`src/rtl/seq_mult_pkg.sv`:
```
// seq_mult_pkg: shared types for the sequential multiplier.
// FSM state, Booth digit and cycle-count helper (SEQ_MULT_BOOTH_EN aware).
package seq_mult_pkg;

    typedef enum logic [1:0] {
        IDLE,
        BUSY,
        DONE
    } state_t;

    typedef enum logic [2:0] {
        BD_ZERO,
        BD_P1,
        BD_P2,
        BD_M1,
        BD_M2
    } booth_t;

    // Number of BUSY cycles for a given operand width.
    function automatic int steps(input int width);
`ifdef SEQ_MULT_BOOTH_EN
        return width / 2;
`else
        return width;
`endif
    endfunction

endpackage

```
`src/rtl/seq_multiplier_booth_r4_enc.sv`:
```
// booth_r4_enc: radix-4 Booth recoder for one 3-bit multiplier window.
// Ports: win (window), mcand (extended multiplicand), digit, pp (partial product).
module booth_r4_enc
    import seq_mult_pkg::*;
#(
    parameter int WIDTH = 32
) (
    input  logic [2:0]       win,
    input  logic [WIDTH:0]   mcand,
    output booth_t           digit,
    output logic [WIDTH+2:0] pp
);

    logic [WIDTH+2:0] m1;
    logic [WIDTH+2:0] m2;

    assign m1 = {{2{mcand[WIDTH]}}, mcand};
    assign m2 = {m1[WIDTH+1:0], 1'b0};

    always_comb begin
        digit = BD_ZERO;
        unique case (win)
            3'b001, 3'b010: digit = BD_P1;
            3'b011:         digit = BD_P2;
            3'b100:         digit = BD_M2;
            3'b101, 3'b110: digit = BD_M1;
            default:        digit = BD_ZERO;
        endcase
    end

    always_comb begin
        pp = '0;
        unique case (digit)
            BD_P1:   pp = m1;
            BD_P2:   pp = m2;
            BD_M1:   pp = -m1;
            BD_M2:   pp = -m2;
            default: pp = '0;
        endcase
    end

endmodule

```
`src/rtl/seq_multiplier.sv`:
```
// seq_multiplier: multi-cycle signed/unsigned multiplier, 2*WIDTH result.
// Ports: clk, rst (async high), mult_begin/mult_signed/mult_op1/mult_op2 in;
// product, mult_end, mult_busy out. SEQ_MULT_BOOTH_EN selects radix-4 Booth.
module seq_multiplier
    import seq_mult_pkg::*;
#(
    parameter int WIDTH = 32
) (
    input  logic               clk,
    input  logic               rst,
    input  logic               mult_begin,
    input  logic               mult_signed,
    input  logic [WIDTH-1:0]   mult_op1,
    input  logic [WIDTH-1:0]   mult_op2,
    output logic [2*WIDTH-1:0] product,
    output logic               mult_end,
    output logic               mult_busy
);

    localparam int N  = steps(WIDTH);
    localparam int CW = (N > 1) ? $clog2(N) : 1;

    state_t             state;
    logic [CW-1:0]      cnt;
    logic               begin_q;
    logic               start;
    logic               last;
    logic [WIDTH-1:0]   a_r;
    logic               sgn_r;
    logic [2*WIDTH-1:0] res;

    // A held level never restarts; only a sampled 0->1 transition does.
    assign start = mult_begin & ~begin_q & (state != BUSY);
    assign last  = (cnt == CW'(N - 1));

`ifdef SEQ_MULT_BOOTH_EN
    localparam int AW = 2 * WIDTH + 3;

    logic [AW-1:0]    acc;
    logic [AW-1:0]    acc_nxt;
    logic             prev;
    logic             b_msb;
    logic [WIDTH:0]   a_x;
    booth_t           digit;
    logic [WIDTH+2:0] pp;
    logic [WIDTH+2:0] sum;

    assign a_x = {sgn_r & a_r[WIDTH-1], a_r};

    booth_r4_enc #(
        .WIDTH(WIDTH)
    ) u_enc (
        .win  ({acc[1:0], prev}),
        .mcand(a_x),
        .digit(digit),
        .pp   (pp)
    );

    assign sum     = acc[AW-1:WIDTH] + ((digit == BD_ZERO) ? '0 : pp);
    assign acc_nxt = {{2{sum[WIDTH+2]}}, sum, acc[WIDTH-1:2]};

    // Booth treats op2 as signed; an unsigned op2 with MSB set needs +op1<<W.
    assign res = acc_nxt[2*WIDTH-1:0]
               + ((~sgn_r & b_msb) ? {a_r, {WIDTH{1'b0}}} : '0);

    always_ff @(posedge clk) begin
        if (start) begin
            acc   <= {{(WIDTH + 3){1'b0}}, mult_op2};
            prev  <= 1'b0;
            a_r   <= mult_op1;
            sgn_r <= mult_signed;
            b_msb <= mult_op2[WIDTH-1];
        end else if (state == BUSY) begin
            acc  <= acc_nxt;
            prev <= acc[1];
        end
    end
`else
    localparam int AW = 2 * WIDTH + 1;

    logic [AW-1:0]      acc;
    logic [AW-1:0]      acc_nxt;
    logic [WIDTH-1:0]   b_r;
    logic [WIDTH:0]     sum;
    logic [2*WIDTH-1:0] fix_a;
    logic [2*WIDTH-1:0] fix_b;

    assign sum     = acc[AW-1:WIDTH]
                   + {1'b0, (acc[0] ? a_r : {WIDTH{1'b0}})};
    assign acc_nxt = {1'b0, sum, acc[WIDTH-1:1]};

    // Unsigned product minus the weight of each negative operand's sign bit.
    assign fix_a = (sgn_r & a_r[WIDTH-1]) ? {b_r, {WIDTH{1'b0}}} : '0;
    assign fix_b = (sgn_r & b_r[WIDTH-1]) ? {a_r, {WIDTH{1'b0}}} : '0;
    assign res   = acc_nxt[2*WIDTH-1:0] - fix_a - fix_b;

    always_ff @(posedge clk) begin
        if (start) begin
            acc   <= {{(WIDTH + 1){1'b0}}, mult_op2};
            a_r   <= mult_op1;
            b_r   <= mult_op2;
            sgn_r <= mult_signed;
        end else if (state == BUSY) begin
            acc <= acc_nxt;
        end
    end
`endif

    always_ff @(posedge clk or posedge rst) begin
        if (rst) begin
            state     <= IDLE;
            cnt       <= '0;
            begin_q   <= 1'b0;
            product   <= '0;
            mult_end  <= 1'b0;
            mult_busy <= 1'b0;
        end else begin
            begin_q  <= mult_begin;
            mult_end <= 1'b0;
            unique case (state)
                BUSY: begin
                    if (!mult_begin) begin
                        state     <= IDLE;
                        mult_busy <= 1'b0;
                    end else if (last) begin
                        state     <= DONE;
                        product   <= res;
                        mult_end  <= 1'b1;
                        mult_busy <= 1'b0;
                    end else begin
                        cnt <= cnt + CW'(1);
                    end
                end
                default: begin
                    if (start) begin
                        state     <= BUSY;
                        cnt       <= '0;
                        mult_busy <= 1'b1;
                    end else begin
                        state     <= IDLE;
                        mult_busy <= 1'b0;
                    end
                end
            endcase
        end
    end

endmodule

```
`config.mk`:
```
export PLATFORM = sky130hd
export DESIGN_NAME = seq_multiplier
export DESIGN_NICKNAME = d
export VERILOG_FILES = /design/src/rtl/seq_mult_pkg.sv /design/src/rtl/seq_multiplier_booth_r4_enc.sv /design/src/rtl/seq_multiplier.sv
export SDC_FILE = /design/constraint.sdc
export NUM_CORES = 1
export LEC_CHECK = 0
export ABC_AREA = 1
export BUFFER_PORTS_ARGS = -buffer_cell sky130_fd_sc_hd__buf_4
export CAP_MARGIN = 20
export CORE_MARGIN = 3
export CORE_UTILIZATION = 45
export CTS_BUF_LIST = sky130_fd_sc_hd__clkbuf_16
export DETAILED_ROUTE_END_ITERATION = 16
export GPL_TIMING_DRIVEN = 0
export PLACE_DENSITY_LB_ADDON = 0.3
export SLEW_MARGIN = 40
export SYNTH_ARGS = -nofsm -noshare
export SYNTH_HDL_FRONTEND = slang
export SYNTH_HIERARCHICAL = 1
export SYNTH_SLANG_ARGS = --single-unit
```
`constraint.sdc`:
```
create_clock -name clk -period 4.7 [get_ports clk]
set_input_delay 0.94 -clock clk [delete_from_list [all_inputs] [get_ports clk]]
set_output_delay 0.94 -clock clk [all_outputs]
set_load 0.01 [all_outputs]
```
==> reports/results.ini, run 1 <==
[run_status]
status = complete, no violations

[cts]
cts_tree = yes
cts_made_buffers = 23
cts.sinks = 202
clk_latency_ps = 520
hold_buffers = 0
clockBufferDepth = 3
cts-root-buf = clkbuf_16
path_clk_slew_ps = 60
h-tree-depth = 1

[setup_path]
cp_data_required_time_ps = 5100
crit_path_start_kind = register
cp_max_fo = 7
end_kind = register
crit_type = reg -> reg
cp.arrival_ps = 4920

[floorplan]
die_w_um = 171
io_pins = 134
core_um2 = 26500
start_util_pct = 46.5
die_h_um = 171
die_area_um2 = 29400
rows = 59

[synth]
ys.flop_type = edfxtp_1
yosysSeqAreaShare_pct = 43.7
synth_compound_area_share_pct = 7.18
synth_cell_type_count = 43
synth_xor_area_share_pct = 2.35
synthArstFlopShare_pct = 36.1
avgSynthCellArea_um2 = 7.94
synth_top_family_by_area = simple AND/OR/NAND/NOR gates
muxShareOfSynthArea_pct = 0
synthAdderAreaFrac_pct = 11.9
synth_warnings = 6
synthesis.nets = 1717
ys_seq_elements = 202
syn_area_um2 = 12300
synth_cells = 1551
yosys.area_share.simple_pct = 28.8
synth_edf_count = 97

[timing]
finalCriticalPeriod_ps = 4520
fin_setup_tns_ps = 0
slew_headroom_pct = 56.5
maxSlewViolCount = 0
finalHoldViolations = 0
period_share_pct = 96.1
setup_viol = 0
rsz0062_at_grt = yes
max_freq_mhz = 221
tightest_slew_ps = 652
skew_ps = 13.5

[place]
post-dp-hpwl_um = 27400
gp_congestion = 0.960
io_buffers = 133
dpl-instance-area_um2 = 13800

[finish]
n_antenna_cell = 0
synthToLayoutAreaGrowth_pct = 21.1
nets = 1885
fin_area_um2 = 14900
drive_above_1_share_pct = 16.7

[global_route]
grt_use_total_pct = 23.5
grt_pass1_wl_um = 54500
grt_pass1_vias = 10600
grt.overflow.total = 0
grt_max_degree = 45
antenna_found_initial = 0

[route]
drt_iter0_drc = 871
drcViolationCount = 0
wl_per_cell_um = 16.9
dr.pass1.iters = 5
num_vias = 10800
antenna_left = 0
via_per_inst = 5.19
routed_wl_um = 34900

[power]
vdd_drop_max_mv = 0.388
p_leak_nw = 7.22
power.density_nw_per_um2 = 680

[worst_hold_path]
hp-class = in -> async

[job]
cap_violations = 0

sequential cells by signal, indices dropped and copies added, names as in the netlist, 2 cells and up:
signal / flops
acc: 64
product: 64
a_r: 32
b_r: 32
cnt: 5
state: 2
synthesized netlist by cell type (all sizes together), types with 6 or more instances:
library cell | count | area share [%]
and2 | 12 | 0.61
fa | 32 | 5.2
o21bai | 11 | 0.79
o21a | 6 | 0.37
nand3b | 10 | 0.61
dfxtp | 32 | 5.2
edfxtp | 97 | 24
inv | 158 | 4.8
nand2 | 639 | 20
nor3 | 19 | 0.90
dfrtp | 73 | 15
clkbuf | 19 | 0.58
xor2 | 19 | 1.4
xnor2 | 14 | 1.0
ha | 66 | 6.7
buf | 15 | 0.66
nor2 | 113 | 3.7
nand3 | 67 | 2.7
a22o | 9 | 0.64
o21ai | 48 | 2.0
a21oi | 71 | 2.9
repair_timing:
action	CTS	global route
gates resized for setup	9	67
endpoints found under the setup margin	17	14
buffers inserted	3	5
pin swaps	0	8
power by group:
| part | switching (mW) | total (mW) | internal (mW) | leakage (nW) |
|---|---|---|---|---|
| logic | 3.56 | 5.77 | 2.21 | 4.76 |
| clock network | 0.741 | 1.75 | 1.01 | 0.361 |
| registers | 0.283 | 2.61 | 2.33 | 2.10 |
cells by family (layout without fill, tap and decap cells):
group | Yosys count | count (layout)
and+or+nand+nor | 872 | 872
DFF | 202 | 202
buffers and inverters | 193 | 378
AOI/OAI and AO/OA | 153 | 153
adders and majority gates | 98 | 98
xor gates and xnor gates | 33 | 33
cell usage in the layout (no fill, tap or decap), types with 30 or more instances in the layout:
master    Yosys  routed
buf_4         3     144
nand2_1     633     619
nand3_1      67      64
o21ai_1      24      30
a21oi_1      69      57
inv_1       151     150
nor2_1      104      96
edfxtp_1     97      97
ha_1         66      52
dfxtp_1      32      32
fa_1         32      31
dfrtp_1      73      73
metrics by stage:
stage                     cells  util, %  worst slack [ps]  hold WS [ps]  power (mW)
after global routing       2071     56.2             -89.9           394        11.0
final                      2071     56.2               182           390        10.1
after detailed placement   2021     52.0              -498           451        8.02
after global placement     2019     51.8              -445           445        7.97
after floorplan            1551        -               708           432        6.39
after CTS                  2066     55.0              6.69           382        9.84
worst max-delay path, cell delays in order, from the launching register on:
cell and delay [ps]:
edfxtp_1 390, buf_4 180, clkbuf_8 140, buf_4 170, nand2_1 70, inv_1 40, ha_1 350, a21oi_1 240
o21a_1 180, nand2_1 130, a21oi_2 220, nand3b_1 110, and2_1 190, fa_1 640, ha_4 250, a21oi_1 150
a21boi_1 200, nand2_1 110, or2_2 280, nand2_1 90, nand3_1 80, nand3_2 130, nand2_1 60
routing by layer:
layer | global-route usage, % | part of all wire, % | vias to the layer above
li1 | - | - | 5307
met1 | 32.7 | 45 | 5056
met2 | 38.4 | 46 | 330
met3 | 3.54 | 5.6 | 62
met4 | 6.58 | 2.9 | 0
met5 | 0 | 0 | -
final timing paths:
kind	startpoint	depth (start not counted)	endpoint	slack, ps
setup reg to reg	acc[0]	22	product[63]	180
max in group asynchronous	rst	3	product[45]	3790
setup / recovery	acc[0]	22	product[63]	180
min in group clk	acc[45]	2	acc[45]	460
hold reg to reg	acc[45]	2	acc[45]	460
hold / removal	rst	2	mult_end	390
cell type report:
type / instances / area (um^2)
Buffer: 34 / 169
Inverter: 159 / 602
Fill cell: 2456 / 11600
Sequential cell: 202 / 5380
Clock inverter: 19 / 163
Timing Repair Buffer: 143 / 1110
Clock buffer: 23 / 576
Tap cell: 335 / 419
Multi-Input combinational cell: 1156 / 6490
Note: power is estimated with default switching activity, not from simulation.
==> inputs of run 2 (changes only) <==
==> constraint.sdc (replaced) <==
create_clock -name clk -period 5.73 [get_ports clk]
set_input_delay 1.146 -clock clk [delete_from_list [all_inputs] [get_ports clk]]
set_output_delay 1.146 -clock clk [all_outputs]
set_load 0.01 [all_outputs]
==> run 2 against run 1 <==
  * Power fell by 21%
  * Via count fell by 0.66%
  * Register-to-register slack improved by 480 ps
  * Sequential share of layout area rose by 0.92 points
  * Sequential power fell by 18%
  * Clock skew fell by 2.1 ps
  * Maximum frequency fell by 11%
  * Critical path depth rose by 6
  * Count of clock-buffer cells in the layout did not move
  * Die area did not move
  * First-iteration DRC count rose by 4.1%
  * Sequential cell count did not move
==> reports/results.ini, run 2 (synthesis results as in run 1) <==
[cts]
clk_latency_ps = 520
h-tree-depth = 1
cts_tree = yes
post_cts_buffers = 0
cts_made_buffers = 23
clockBufferDepth = 3
cts.sinks = 202
cts-root-buf = clkbuf_16
path_clk_slew_ps = 60

[setup_path]
cp_data_required_time_ps = 6120
cp_max_fo = 10
cp_top_family = simple AND/OR/NAND/NOR gates
crit_slowest_cell = edfxtp_1
crit_top_cell = nand2_1
crit_type = reg -> reg
cp.arrival_ps = 5470
end_kind = register
r2r_setup_slack_ps = 660
crit_path_start_kind = register
crit_buf_inv = 5
slowest_delay_ps = 550

[finish]
synthToLayoutAreaGrowth_pct = 18.0
final_common_cell = nand2_1
nets = 1877
stdcell_count = 2063
top_regs = acc (64), product (64)
drive_above_1_share_pct = 12.8
n_antenna_cell = 0
layout_common_cells = nand2_1, inv_1, buf_4

[timing]
period_share_pct = 88.5
fin_hold_ws_ps = 464
max_freq_mhz = 197
finalHoldViolations = 0
slew_headroom_pct = 55.3
rsz0062_at_grt = no
setup_viol = 0
fin_setup_tns_ps = 0
finalCriticalPeriod_ps = 5070
setup_slack_ps = 657
tightest_slew_ps = 670
skew_ps = 11.4
maxSlewViolCount = 0

[route]
antenna_left = 0
dr.pass1.iters = 5
wl_per_cell_um = 16.6
drt_iter0_drc = 907
via_per_inst = 5.18
drcViolationCount = 0
routed_wl_um = 34300
num_vias = 10700

[place]
io_buffers = 133
post-dp-hpwl_um = 27400
dpl.cell_count = 2021
gp_congestion = 0.960
dp_slack_ps = 532

[power]
vdd_drop_max_mv = 0.317
power.density_nw_per_um2 = 554
p_leak_nw = 7.16

[floorplan]
die_w_um = 171
die_h_um = 171
die_area_um2 = 29400
io_pins = 134
start_util_pct = 46.5
rows = 59
core_um2 = 26500

[global_route]
grt.overflow.total = 0
grt_use_total_pct = 23.4
antenna_found_initial = 0
grt_pass1_vias = 10500
grt_pass1_wl_um = 54300
grt_max_degree = 45

[worst_hold_path]
hp-class = reg -> reg

[run_status]
status = complete, no violations

[job]
cap_violations = 0

[run 2: per-layer routing]
metal  vias up  routed length (um)  GRT usage (%)
li1       5291                   -              -
met1      4999               15700           32.8
met5         -                   0              0
met3        59                2060           3.54
met4         0                1000           6.58
met2       335               15600           38.2
[run 2: timing repair]
action | CTS | global route
endpoints found under the setup margin | 0 | 1
gates resized for setup | 0 | 2
hold buffers | 0 | 0
[run 2: area by class of cell]
type	instances	area, um^2
Buffer	34	158
Clock buffer	23	576
Clock inverter	19	163
Fill cell	2493	12000
Inverter	159	602
Multi-Input combinational cell	1156	6190
Sequential cell	202	5380
Tap cell	335	419
Timing Repair Buffer	135	1050
[run 2: worst min-delay path, delay by kind of cell (launching register included)]
family	cells	cell delay (ps)
flops	1	320
simple gates	2	100
[run 2: stage by stage]
step / total power, mW / utilization [%] / cell area (um^2)
after floorplan: 5.24 / - / 12300
after global placement: 6.54 / 51.8 / 13700
after detailed placement: 6.57 / 52.0 / 13800
after CTS: 8.06 / 54.8 / 14500
after global routing: 8.76 / 54.8 / 14500
final: 8.05 / 54.8 / 14500
[run 2: final timing paths]
kind	startpoint	endpoint	cells after the start
max	acc[0]	product[63]	28
min	acc[55]	acc[55]	2
max reg2reg	acc[0]	product[63]	28
min reg2reg	acc[55]	acc[55]	2
max in group asynchronous	rst	product[56]	3
min in group asynchronous	rst	mult_end	2
[run 2: report_power, final]
group	switching, mW	total (mW)	internal [mW]
clock network	0.607	1.44	0.830
registers	0.228	2.14	1.91
logic	2.80	4.48	1.68
total	3.63	8.05	4.42
